==> src/rtl/gate_test_seq_pkg.sv <==
// Shared types and helpers for the NAND3/NOR3 gate self-test sequencer.
package gate_test_pkg;

    typedef enum logic [1:0] {
        IDLE,
        SETTLE,
        SAMPLE,
        DONE
    } state_t;

    localparam logic [2:0] VEC_LAST  = 3'd7;
    localparam logic       MODE_NAND = 1'b0;
    localparam logic       MODE_NOR  = 1'b1;

    function automatic logic gate_expect(input logic mode, input logic [2:0] vec);
        return (mode == MODE_NOR) ? ~(|vec) : ~(&vec);
    endfunction

endpackage

==> src/rtl/gate_test_seq_settle_timer.sv <==
// Settle counter: cleared by load, counts up while enabled, flags the last settle cycle.
module settle_timer #(
    parameter int unsigned SETTLE_CYCLES = 2
) (
    input  logic clk,
    input  logic rst,
    input  logic load,
    input  logic en,
    output logic expired
);

    logic [3:0] count;

    always_ff @(posedge clk or posedge rst) begin
        if (rst) begin
            count <= '0;
        end else if (load) begin
            count <= '0;
        end else if (en) begin
            count <= count + 4'd1;
        end
    end

    assign expired = (count == 4'(SETTLE_CYCLES - 1));

endmodule

==> src/rtl/gate_test_seq.sv <==
// Gate self-test sequencer: walks 8 input vectors, scores gate_y against NAND3/NOR3.
// Optional first-failure capture with `GATE_TEST_FAIL_CAPTURE_EN.
module gate_test_seq
    import gate_test_pkg::*;
#(
    parameter int unsigned SETTLE_CYCLES = 2
) (
    input  logic       clk,
    input  logic       rst,
    input  logic       start,
    input  logic       mode,
    input  logic       gate_y,
    output logic       a,
    output logic       b,
    output logic       c,
    output logic       busy,
    output logic       done,
    output logic       pass,
    output logic [3:0] err_count
`ifdef GATE_TEST_FAIL_CAPTURE_EN
    ,
    output logic [2:0] fail_vec,
    output logic       fail_valid
`endif
);

    state_t     state;
    logic [2:0] vec;
    logic       mode_q;
    logic       expired;
    logic       timer_load;
    logic       timer_en;
    logic       mismatch;
    logic [3:0] err_next;

    settle_timer #(.SETTLE_CYCLES(SETTLE_CYCLES)) u_timer (
        .clk     (clk),
        .rst     (rst),
        .load    (timer_load),
        .en      (timer_en),
        .expired (expired)
    );

    // Case-inequality so an X/Z gate output is scored as a mismatch.
    always_comb begin
        timer_load = ((state == IDLE) && start) || (state == SAMPLE);
        timer_en   = (state == SETTLE);
        mismatch   = (gate_y !== gate_expect(mode_q, vec));
        err_next   = err_count + {3'b000, mismatch};
    end

    assign a = vec[2];
    assign b = vec[1];
    assign c = vec[0];

    always_ff @(posedge clk or posedge rst) begin
        if (rst) begin
            state      <= IDLE;
            vec        <= '0;
            mode_q     <= MODE_NAND;
            busy       <= 1'b0;
            done       <= 1'b0;
            pass       <= 1'b0;
            err_count  <= '0;
`ifdef GATE_TEST_FAIL_CAPTURE_EN
            fail_vec   <= '0;
            fail_valid <= 1'b0;
`endif
        end else begin
            done <= 1'b0;
            case (state)
                IDLE: begin
                    if (start) begin
                        vec       <= '0;
                        mode_q    <= mode;
                        err_count <= '0;
                        pass      <= 1'b0;
`ifdef GATE_TEST_FAIL_CAPTURE_EN
                        fail_valid <= 1'b0;
`endif
                        busy      <= 1'b1;
                        state     <= SETTLE;
                    end
                end
                SETTLE: begin
                    if (expired) state <= SAMPLE;
                end
                SAMPLE: begin
                    err_count <= err_next;
`ifdef GATE_TEST_FAIL_CAPTURE_EN
                    if (mismatch && !fail_valid) begin
                        fail_vec   <= vec;
                        fail_valid <= 1'b1;
                    end
`endif
                    if (vec == VEC_LAST) begin
                        busy  <= 1'b0;
                        done  <= 1'b1;
                        pass  <= (err_next == 4'd0);
                        state <= DONE;
                    end else begin
                        vec   <= vec + 3'd1;
                        state <= SETTLE;
                    end
                end
                DONE:    state <= IDLE;
                default: state <= IDLE;
            endcase
        end
    end

endmodule
==> config.mk <==
export PLATFORM = sky130hd
export DESIGN_NAME = gate_test_seq
export DESIGN_NICKNAME = d
export VERILOG_FILES = /design/src/rtl/gate_test_seq_pkg.sv /design/src/rtl/gate_test_seq_settle_timer.sv /design/src/rtl/gate_test_seq.sv
export SDC_FILE = /design/constraint.sdc
export NUM_CORES = 1
export LEC_CHECK = 0
export CELL_PAD_IN_SITES_DETAIL_PLACEMENT = 1
export CELL_PAD_IN_SITES_GLOBAL_PLACEMENT = 2
export CORE_ASPECT_RATIO = 1.2
export CORE_MARGIN = 1
export CORE_UTILIZATION = 35
export CTS_BUF_LIST = sky130_fd_sc_hd__clkbuf_16
export CTS_CLUSTER_DIAMETER = 120
export DETAILED_ROUTE_END_ITERATION = 8
export PLACE_DENSITY = 0.82
export REMOVE_ABC_BUFFERS = 1
export SETUP_SLACK_MARGIN = 0.3
export SLEW_MARGIN = 20
export SYNTH_ARGS = -nofsm -noshare
export SYNTH_HDL_FRONTEND = slang
export SYNTH_SLANG_ARGS = --single-unit
==> constraint.sdc <==
create_clock -name clk -period 5.8 [get_ports clk]
set_input_delay 1.16 -clock clk [delete_from_list [all_inputs] [get_ports clk]]
set_output_delay 1.16 -clock clk [all_outputs]
set_load 0.005 [all_outputs]
==> results.sh, run 1 <==
export IMPL_status="complete, no violations"
export IMPL_crit_chain="clkdlybuf4s50_1, xor2_1, ha_1, ha_1, nor2_1, nand4_1, o41ai_2"
export IMPL_hold_start="pass"
export IMPL_yosys_register_bits=17
export IMPL_cts_tree="done"
export IMPL_timing_final_crit_period_ns=2.48
export IMPL_mostFrequentLayoutCells="17 x dfrtp_1, 14 x clkdlybuf4s50_1, 8 x inv_1"
export IMPL_insertedDiodeCount=0
export IMPL_swShare=0.360
export IMPL_syn_area_per_cell_um2=10.1
export IMPL_cts_resized=0
export IMPL_combPwrFrac=0.334
export IMPL_drtIter0Drc=10
export IMPL_met2_usage=0.305
export IMPL_numCtsBuffers=3
export IMPL_num_vias=734
export IMPL_ctsHoldBuffers=0
export IMPL_path_clk_slew_ns=0.05
export IMPL_grt_first_pass_wirelength_um=3740
export IMPL_synth_top_cells_by_area="dfrtp_1 45%, ha_1 9.3%, o21ai_1 3.7%"
export IMPL_path_max_fanout=2
export IMPL_p_per_area_nw_per_um2=440
export IMPL_yosysWarnings=0
export IMPL_drc=0
export IMPL_p_int_mw=0.330
export IMPL_final_common_cell="dfrtp_1"
export IMPL_fin_skew_ns=0.000758
export IMPL_slew_headroom=0.551
export IMPL_ys_seq_area_frac=0.453
export IMPL_dpl_worst_slack_ns=3.06
export IMPL_grt_most_used_layer="met2"
export IMPL_switching_power_mw=0.185
export IMPL_critPathMaxStageDelay_ns=0.42
export IMPL_worst_pin_slew_ns=0.673
export IMPL_fin_util=0.459
export IMPL_synth_cell_type_count=33
export IMPL_area_growth_pct=24.6
export IMPL_cts_sinks=17
export IMPL_io_pins=15
export IMPL_cp_required_ns=5.95
export IMPL_p_seq_frac=0.403
export IMPL_clock_path_buffers=2
export IMPL_crit_slowest_cell="clkdlybuf4s50_1"
export IMPL_yosysTopAreaCellShare=0.453
export IMPL_coreArea_um2=2550
export IMPL_cap_violations=0
export IMPL_grt_met3_usage=0.0258
export IMPL_hold_path_class="reg -> reg"
export IMPL_min_period_over_period=0.428
export IMPL_critPathLaunchType="input port"
export IMPL_max_vdd_ir_drop_mv=0.211
export IMPL_whs_endpoint="pass"
export IMPL_synth_top_cell_by_area="dfrtp_1"
export IMPL_whs_path_depth=2
export IMPL_netlist_instances=93
export IMPL_cts_htree_levels=1
export IMPL_fmax_mhz=403
export IMPL_post_cts_setup_buffer_count=0
export IMPL_drt_pass1_iter_count=3
export IMPL_io_buffers=14
export IMPL_rrSetupSlack_ns=3.56
export IMPL_drive_above_1_share=0.0654
export IMPL_finalWeightedCongestion=0.672
export IMPL_crit_arrival_ns=2.63
export IMPL_wl_per_cell_um=14.4
export IMPL_design_die_area_um2=2900
export IMPL_antenna_found_initial=0
export IMPL_maxSlewViolCount=0
export IMPL_reg2regPathDepth=9
export IMPL_hold_viol=0
export IMPL_r2r_start="vec[1]"
export IMPL_hpwlAfterDp_um=1460
export IMPL_worst_slack_ns=3.32
export IMPL_report_final_setup_viol=0
export IMPL_finalNetCount=120
export IMPL_rsz0062_at_grt="false"
export IMPL_fin_setup_tns_ns=0
export IMPL_rows=20
export IMPL_routed_wl_um=2020
export IMPL_insertion_delay_ns=0.24
export IMPL_cpMostUsedCell="ha_1"
export IMPL_grt_pass1_vias=794
export IMPL_path_class="in -> reg"
export IMPL_grt_start_max_net_pins=21
export IMPL_place_inst=136
export IMPL_clockPowerShare=0.263
export IMPL_dieHeight_um=58.8
export IMPL_gr_total_overflow=0
export IMPL_instances_no_fill=140
export IMPL_use_met1=0.204
export IMPL_viasPerCell=5.24
export IMPL_synth_area_um2=940
export IMPL_die_x_um=49.3
export IMPL_leakage_nw=0.521
export IMPL_r2r_end="pass"
export IMPL_endpoint_kind="flip-flop"
export IMPL_ant_nets=0
export IMPL_start_util=0.368
export IMPL_root_buffer="clkbuf_16"
export IMPL_track_usage=0.172
[how the worst max path moves through the flow]
| stage | startpoint | to | slack (ns) | cells past startpoint |
|---|---|---|---|---|
| floorplan | gate_y | pass | 3.56 | 6 |
| detailed placement | gate_y | pass | 3.06 | 7 |
| finish | gate_y | pass | 3.32 | 7 |
| global route | gate_y | pass | 3.17 | 7 |
| global placement | gate_y | pass | 3.09 | 7 |
| CTS | gate_y | pass | 3.30 | 7 |
[cell type report]
type | instances | area [um2]
Clock buffer | 3 | 75.1
Inverter | 8 | 30.0
Fill cell | 306 | 1380
Clock inverter | 1 | 3.75
Sequential cell | 17 | 425
Tap cell | 33 | 41.3
Timing Repair Buffer | 14 | 140
Multi-Input combinational cell | 64 | 455
[cell families after synthesis]
family                   count (synthesis)  share of synthesized area
flip-flops                              17                      0.453
AO/OA/AOI/OAI                           28                      0.201
XOR/XNOR                                 2                     0.0186
adder cells (fa/ha/maj)                  7                     0.0932
buffers and inverters                   12                     0.0626
multiplexers                             4                     0.0439
AND/OR/NAND/NOR                         23                      0.128
[registers in the layout (all words and copies together) (netlist names)]
signal	cells
mode_q	1
pass	1
u_timer.count	4
busy	1
vec	3
done	1
state	2
err_count	4
[power by group through the flow]
stage	clock network (mW)	registers [mW]	logic, mW
finish	0.136	0.207	0.172
global route	0.143	0.218	0.204
CTS	0.139	0.209	0.176
detailed placement	0	0.210	0.172
global placement	0	0.207	0.166
floorplan	0	0.197	0.116
[stage by stage]
| stage | hold slack, ns | power (mW) | area [um2] |
|---|---|---|---|
| finish | 0.504 | 0.515 | 1170 |
| global route | 0.551 | 0.565 | 1170 |
| CTS | 0.507 | 0.524 | 1170 |
| detailed placement | 0.495 | 0.382 | 1090 |
| global placement | 0.487 | 0.372 | 1090 |
| floorplan | 0.483 | 0.314 | 911 |
[critical path: cells and delay by family]
kind / cells / cell delay, ns
xor gates and xnor gates: 1 / 0.17
AOI/OAI and AO/OA: 1 / 0.20
and+or+nand+nor: 2 / 0.19
adders and majority gates: 2 / 0.49
buffers and inverters: 1 / 0.42
[synthesized netlist by cell type]
library cell,n
a31o_2,1
a22o_1,3
nand4_1,1
inv_1,7
o21ai_0,5
nor2_1,4
o21ai_1,7
nor3_1,3
o2bb2a_1,1
nand3_1,2
nor2b_1,1
nor3b_1,1
mux2i_1,3
a22oi_1,2
ha_1,7
buf_6,1
and3b_1,1
mux2_1,1
nand2b_1,3
dfrtp_1,17
o211ai_1,2
nand2_1,5
and3_1,1
o41ai_2,1
o21bai_2,1
inv_2,1
nand3b_1,1
buf_4,1
a21oi_1,4
xnor2_1,1
xor2_1,1
o22ai_1,1
buf_2,2
[metal layers]
layer	wire, um	vias to the layer above	share of wire
met5	0	-	0
met4	27	0	0.013
met3	48	4	0.024
met2	1020	11	0.51
met1	917	359	0.45
li1	-	360	-
No activity file was read; power rests on OpenSTA's default activity.
==> inputs of run 2 (changes only) <==
--- a/config.mk
+++ b/config.mk
@@ -9,11 +9,11 @@
 export CELL_PAD_IN_SITES_GLOBAL_PLACEMENT = 2
 export CORE_ASPECT_RATIO = 1.2
 export CORE_MARGIN = 1
-export CORE_UTILIZATION = 35
+export CORE_UTILIZATION = 29
 export CTS_BUF_LIST = sky130_fd_sc_hd__clkbuf_16
 export CTS_CLUSTER_DIAMETER = 120
 export DETAILED_ROUTE_END_ITERATION = 8
-export PLACE_DENSITY = 0.82
+export PLACE_DENSITY = 0.72
 export REMOVE_ABC_BUFFERS = 1
 export SETUP_SLACK_MARGIN = 0.3
 export SLEW_MARGIN = 20
==> constraint.sdc (replaced) <==
create_clock -name clk -period 2.27 [get_ports clk]
set_input_delay 0.454 -clock clk [delete_from_list [all_inputs] [get_ports clk]]
set_output_delay 0.454 -clock clk [all_outputs]
set_load 0.005 [all_outputs]
==> run 2 against run 1 <==
Count of clock-buffer cells in the layout is the same. Non-clock buffer count increased by 8. Die area increased by 20%. Clock power increased to 2.6 times the previous value. Flip-flop and latch count is the same. Final cell count increased by 7.9%. Setup slack got worse by 3.1 ns. Sequential share of layout area is 4.0 points lower. Register-to-register slack got worse by 3.4 ns. Sequential power rose to 2.6 times the previous value. Routed wire length up 23%.
==> results.sh, run 2 (synthesis gave the netlist of run 1 again) <==
export IMPL_dieHeight_um=64.4
export IMPL_r2r_start="vec[0]"
export IMPL_hold_start="pass"
export IMPL_slew_headroom=0.542
export IMPL_hold_ws_ns=0.522
export IMPL_mostFrequentLayoutCells="17 x dfrtp_1, 14 x clkdlybuf4s50_1, 7 x o21ai_1"
export IMPL_area_growth_pct=40.1
export IMPL_track_usage=0.161
export IMPL_reg2regPathDepth=10
export IMPL_layout_area_seq_um2=425
export IMPL_crit_buf_inv=1
export IMPL_clockPowerShare=0.241
export IMPL_fmax_mhz=478
export IMPL_status="complete, no violations"
export IMPL_crit_chain="ha_2, ha_4, o21ai_2, xor2_1, ha_2, buf_6, ha_4, nor2_2, nand4_1, o41ai_2"
export IMPL_p_seq_frac=0.363
export IMPL_start_util=0.305
export IMPL_endpoint_kind="flip-flop"
export IMPL_design_die_area_um2=3470
export IMPL_cts_tree="done"
export IMPL_dpl_worst_slack_ns=0.137
export IMPL_gr_total_overflow=0
export IMPL_final_area_um2=1320
export IMPL_drt_pass1_iter_count=2
export IMPL_io_buffers=14
export IMPL_finalWeightedCongestion=0.723
export IMPL_rows=22
export IMPL_swShare=0.374
export IMPL_rrSetupSlack_ns=0.18
export IMPL_path_class="reg -> reg"
export IMPL_whs_endpoint="pass"
export IMPL_n_fill_cell=360
export IMPL_routed_wl_um=2490
export IMPL_report_final_setup_viol=0
export IMPL_hold_viol=0
export IMPL_min_period_over_period=0.922
export IMPL_ant_nets=0
export IMPL_max_vdd_ir_drop_mv=0.647
export IMPL_crit_arrival_ns=2.24
export IMPL_path_clk_slew_ns=0.05
export IMPL_worst_slack_ns=0.178
export IMPL_multi_input_area_um2=528
export IMPL_numCtsBuffers=3
export IMPL_cap_violations=0
export IMPL_viasPerCell=5.16
export IMPL_ctsHoldBuffers=0
export IMPL_whs_path_depth=2
export IMPL_timing_final_crit_period_ns=2.09
export IMPL_combPwrFrac=0.396
export IMPL_cts_sinks=17
export IMPL_hpwlAfterDp_um=1610
export IMPL_grt_start_max_net_pins=21
export IMPL_worst_pin_slew_ns=0.687
export IMPL_top_regs="err_count (4), u_timer.count (4), vec (3)"
export IMPL_crit_slowest_cell="dfrtp_1"
export IMPL_fin_skew_ns=0.00245
export IMPL_num_vias=779
export IMPL_io_pins=15
export IMPL_clock_path_buffers=2
export IMPL_fin_setup_tns_ns=0
export IMPL_critPathLaunchType="flip-flop"
export IMPL_p_per_area_nw_per_um2=1130
export IMPL_final_common_cell="dfrtp_1"
export IMPL_rsz0062_at_grt="true"
export IMPL_placed_area_um2=1100
export IMPL_grt_pass1_vias=796
export IMPL_die_x_um=54.0
export IMPL_maxSlewViolCount=0
export IMPL_total_power_mw=1.48
export IMPL_root_buffer="clkbuf_16"
export IMPL_insertedDiodeCount=0
export IMPL_leakage_nw=0.559
export IMPL_antenna_found_initial=0
export IMPL_critPathMaxStageDelay_ns=0.39
export IMPL_cpLargestDelayFamily="adder cells"
export IMPL_wl_per_cell_um=16.5
export IMPL_drive_above_1_share=0.235
export IMPL_switching_power_mw=0.555
export IMPL_insertion_delay_ns=0.25
export IMPL_drtIter0Drc=12
export IMPL_finalNetCount=128
export IMPL_hold_path_class="reg -> reg"
export IMPL_drc=0
export IMPL_cts_htree_levels=1
export IMPL_p_int_mw=0.929
export IMPL_r2r_end="pass"
export IMPL_grt_first_pass_wirelength_um=3960
export IMPL_path_max_fanout=3
export IMPL_coreArea_um2=3080
export IMPL_cp_required_ns=2.42
==> run 2: area by class of cell <==
cell class	count	share of cell area
inverters	8	0.0228
well taps	36	0.0342
repair buffers	22	0.158
clock inverters	1	0.00380
multi-input cells	64	0.401
clock buffers	3	0.0570
flip-flops and latches	17	0.323
==> run 2: repair_timing <==
| item | CTS | global route |
|---|---|---|
| pin swaps | 7 | 4 |
| endpoints found under the setup margin | 2 | 3 |
| setup buffers | 4 | 3 |
| gates cloned | 0 | 0 |
| gates resized for setup | 8 | 10 |
==> run 2: worst max-delay path by stage <==
stage | start | endpoint | cells past startpoint
2_1_floorplan | vec[1] | pass | 9
3_3_place_gp | vec[1] | pass | 9
3_5_place_dp | vec[0] | pass | 9
4_1_cts | vec[1] | pass | 11
5_1_grt | vec[1] | pass | 10
6_report | vec[0] | pass | 10
==> run 2: worst min-delay path: stages (launching register included) <==
cell	delay, ns
dfrtp_1	0.36
o21ai_1	0.08
o41ai_2	0.05
==> run 2: through the flow <==
step            util  std cells
2_1_floorplan      -         89
3_3_place_gp   0.358        140
3_5_place_dp   0.358        140
4_1_cts        0.406        148
5_1_grt        0.427        151
6_report       0.427        151
==> run 2: power groups by stage <==
stage / combinational [mW] / sequential [mW] / clock (mW)
after detailed placement: 0.452 / 0.548 / 0
final: 0.587 / 0.539 / 0.357
after global placement: 0.431 / 0.536 / 0
after CTS: 0.534 / 0.537 / 0.366
after global routing: 0.660 / 0.557 / 0.380
after floorplan: 0.297 / 0.504 / 0
==> run 2: routing by layer <==
| layer | global-route usage | up-vias | wire, um |
|---|---|---|---|
| met2 | 0.281 | 11 | 1320 |
| met4 | 0.0493 | 0 | 27 |
| met1 | 0.185 | 388 | 1070 |
| met3 | 0.0357 | 4 | 65 |
| met5 | 0 | - | 0 |
| li1 | - | 376 | - |
==> inputs of run 3 (changes only) <==
--- a/config.mk
+++ b/config.mk
@@ -9,11 +9,11 @@
 export CELL_PAD_IN_SITES_GLOBAL_PLACEMENT = 2
 export CORE_ASPECT_RATIO = 1.2
 export CORE_MARGIN = 1
-export CORE_UTILIZATION = 29
+export CORE_UTILIZATION = 32
 export CTS_BUF_LIST = sky130_fd_sc_hd__clkbuf_16
 export CTS_CLUSTER_DIAMETER = 120
 export DETAILED_ROUTE_END_ITERATION = 8
-export PLACE_DENSITY = 0.72
+export PLACE_DENSITY_LB_ADDON = 0.1
 export REMOVE_ABC_BUFFERS = 1
 export SETUP_SLACK_MARGIN = 0.3
 export SLEW_MARGIN = 20
==> constraint.sdc (replaced) <==
create_clock -name clk -period 2.32 [get_ports clk]
set_input_delay 0.464 -clock clk [delete_from_list [all_inputs] [get_ports clk]]
set_output_delay 0.464 -clock clk [all_outputs]
set_load 0.005 [all_outputs]
==> run 3 against run 2 <==
Utilization grew 4.4 points. First-iteration DRC count increased by 8.3%. Sequential share of layout area up 0.12 points. Routed wire length fell by 8.8%. Final cell count down 1.3%.
==> results.sh, run 3 (synthesis gave the netlist of run 1 again) <==
export IMPL_top_layer_used="met4"
export IMPL_area_growth_pct=39.5
export IMPL_routed_wl_um=2270
export IMPL_report_final_setup_viol=0
export IMPL_dpl_worst_slack_ns=0.197
export IMPL_met1Wirelength_um=972
export IMPL_hold_start="busy"
export IMPL_wl_per_cell_um=15.2
export IMPL_die_x_um=51.5
export IMPL_fin_util=0.471
export IMPL_crit_buf_inv=0
export IMPL_crit_chain="ha_2, ha_4, o21ai_2, xor2_1, ha_2, ha_4, nand2b_4, nand4_1, o41ai_2"
export IMPL_slew_headroom=0.534
export IMPL_cp_endpoint="pass"
export IMPL_cap_violations=0
export IMPL_reg2regPathDepth=9
export IMPL_dieHeight_um=61.4
export IMPL_viasPerCell=5.13
export IMPL_hpwlAfterDp_um=1440
export IMPL_io_buffers=14
export IMPL_insertedDiodeCount=0
export IMPL_clock_path_buffers=2
export IMPL_grt_pass1_vias=733
export IMPL_ant_nets=0
export IMPL_fmax_mhz=478
export IMPL_cts_tree="done"
export IMPL_cts_htree_levels=1
export IMPL_cp_startpoint="vec[1]"
export IMPL_path_max_fanout=3
export IMPL_r2r_start="vec[1]"
export IMPL_place_inst=138
export IMPL_r2r_end="pass"
export IMPL_gr_total_overflow=0
export IMPL_finalNetCount=128
export IMPL_drtIter0Drc=13
export IMPL_hold_viol=0
export IMPL_min_period_over_period=0.902
export IMPL_cp_depth=9
export IMPL_switching_power_mw=0.518
export IMPL_rows=21
export IMPL_leakage_nw=0.562
export IMPL_combPwrFrac=0.380
export IMPL_fin_skew_ns=0.00666
export IMPL_p_per_area_nw_per_um2=1090
export IMPL_grt_first_pass_wirelength_um=3510
export IMPL_antenna_found_initial=0
export IMPL_cpLargestDelayFamily="adder cells"
export IMPL_worst_slack_ns=0.227
export IMPL_swShare=0.363
export IMPL_start_util=0.337
export IMPL_crit_arrival_ns=2.23
export IMPL_cp_required_ns=2.46
export IMPL_clockPowerShare=0.251
export IMPL_ctsHoldBuffers=0
export IMPL_hold_path_class="reg -> reg"
export IMPL_wl_met2_um=1210
export IMPL_maxSlewViolCount=0
export IMPL_path_clk_slew_ns=0.06
export IMPL_dr_wl_met3_um=49
export IMPL_design_die_area_um2=3160
export IMPL_fin_setup_tns_ns=0
export IMPL_cts_sinks=17
export IMPL_p_int_mw=0.907
export IMPL_finalWeightedCongestion=0.646
export IMPL_grt_start_max_net_pins=21
export IMPL_endpoint_kind="flip-flop"
export IMPL_p_seq_frac=0.369
export IMPL_critPathLaunchType="flip-flop"
export IMPL_root_buffer="clkbuf_16"
export IMPL_track_usage=0.158
export IMPL_final_common_cell="dfrtp_1"
export IMPL_drt_pass1_iter_count=4
export IMPL_drive_above_1_share=0.235
export IMPL_path_class="reg -> reg"
export IMPL_worst_pin_slew_ns=0.698
export IMPL_status="complete, no violations"
export IMPL_numCtsBuffers=3
export IMPL_max_vdd_ir_drop_mv=0.538
export IMPL_instances_no_fill=149
export IMPL_rsz0062_at_grt="true"
export IMPL_n_fill_cell=305
export IMPL_insertion_delay_ns=0.26
export IMPL_drc=0
export IMPL_layout_area_seq_um2=425
export IMPL_coreArea_um2=2790
export IMPL_mostFrequentLayoutCells="17 x dfrtp_1, 14 x clkdlybuf4s50_1, 8 x o21ai_1"
export IMPL_rrSetupSlack_ns=0.23
export IMPL_io_pins=15
export IMPL_num_vias=765
export IMPL_hold_ws_ns=0.523
export IMPL_multi_input_area_um2=522
export IMPL_timing_final_crit_period_ns=2.09
export IMPL_critPathMaxStageDelay_ns=0.41
export IMPL_crit_slowest_cell="dfrtp_1"
export IMPL_top_regs="err_count (4), u_timer.count (4), vec (3)"
==> run 3: what timing repair did <==
item,CTS,global route
resized for setup,5,13
setup endpoints to repair,2,3
pin swaps,5,6
buffers inserted,5,2
==> run 3: power groups by stage <==
| stage | Combinational [mW] | Clock, mW | Sequential [mW] |
|---|---|---|---|
| global route | 0.611 | 0.369 | 0.546 |
| detailed placement | 0.426 | 0 | 0.534 |
| global placement | 0.422 | 0 | 0.530 |
| finish | 0.542 | 0.358 | 0.526 |
| floorplan | 0.291 | 0 | 0.493 |
| CTS | 0.505 | 0.363 | 0.522 |
==> run 3: metal layers <==
| metal | global-route usage | vias to the layer above |
|---|---|---|
| li1 | - | 373 |
| met1 | 0.184 | 380 |
| met2 | 0.278 | 9 |
| met3 | 0.0370 | 3 |
| met4 | 0.0695 | 0 |
| met5 | 0 | - |
==> run 3: layout make-up <==
type / instances / area share
multi-input cells: 64 / 0.398
flip-flops and latches: 17 / 0.324
repair buffers: 22 / 0.161
clock buffers: 3 / 0.0573
well taps: 34 / 0.0324
inverters: 8 / 0.0229
clock inverters: 1 / 0.00382
==> run 3: worst min-delay path by stage <==
| stage | endpoint | slack, ns | cells after the start |
|---|---|---|---|
| detailed placement | pass | 0.48 | 2 |
| global route | pass | 0.56 | 2 |
| finish | busy | 0.52 | 2 |
| floorplan | busy | 0.39 | 1 |
| CTS | busy | 0.53 | 2 |
| global placement | pass | 0.48 | 2 |
==> run 3: per-stage QoR <==
stage                     total power [mW]  cell area, um2
after global placement               0.953            1100
after detailed placement             0.960            1100
after global routing                  1.53            1310
after floorplan                      0.784             911
after CTS                             1.39            1240
final                                 1.43            1310
==> run 3: worst register-to-register path, delay by kind of cell, from the launching register on <==
family                   cells  cell delay (ns)
adder cells (fa/ha/maj)      4             0.77
AND/OR/NAND/NOR              2             0.26
AO/OA/AOI/OAI                2             0.37
XOR/XNOR                     1             0.17
flip-flops                   1             0.41
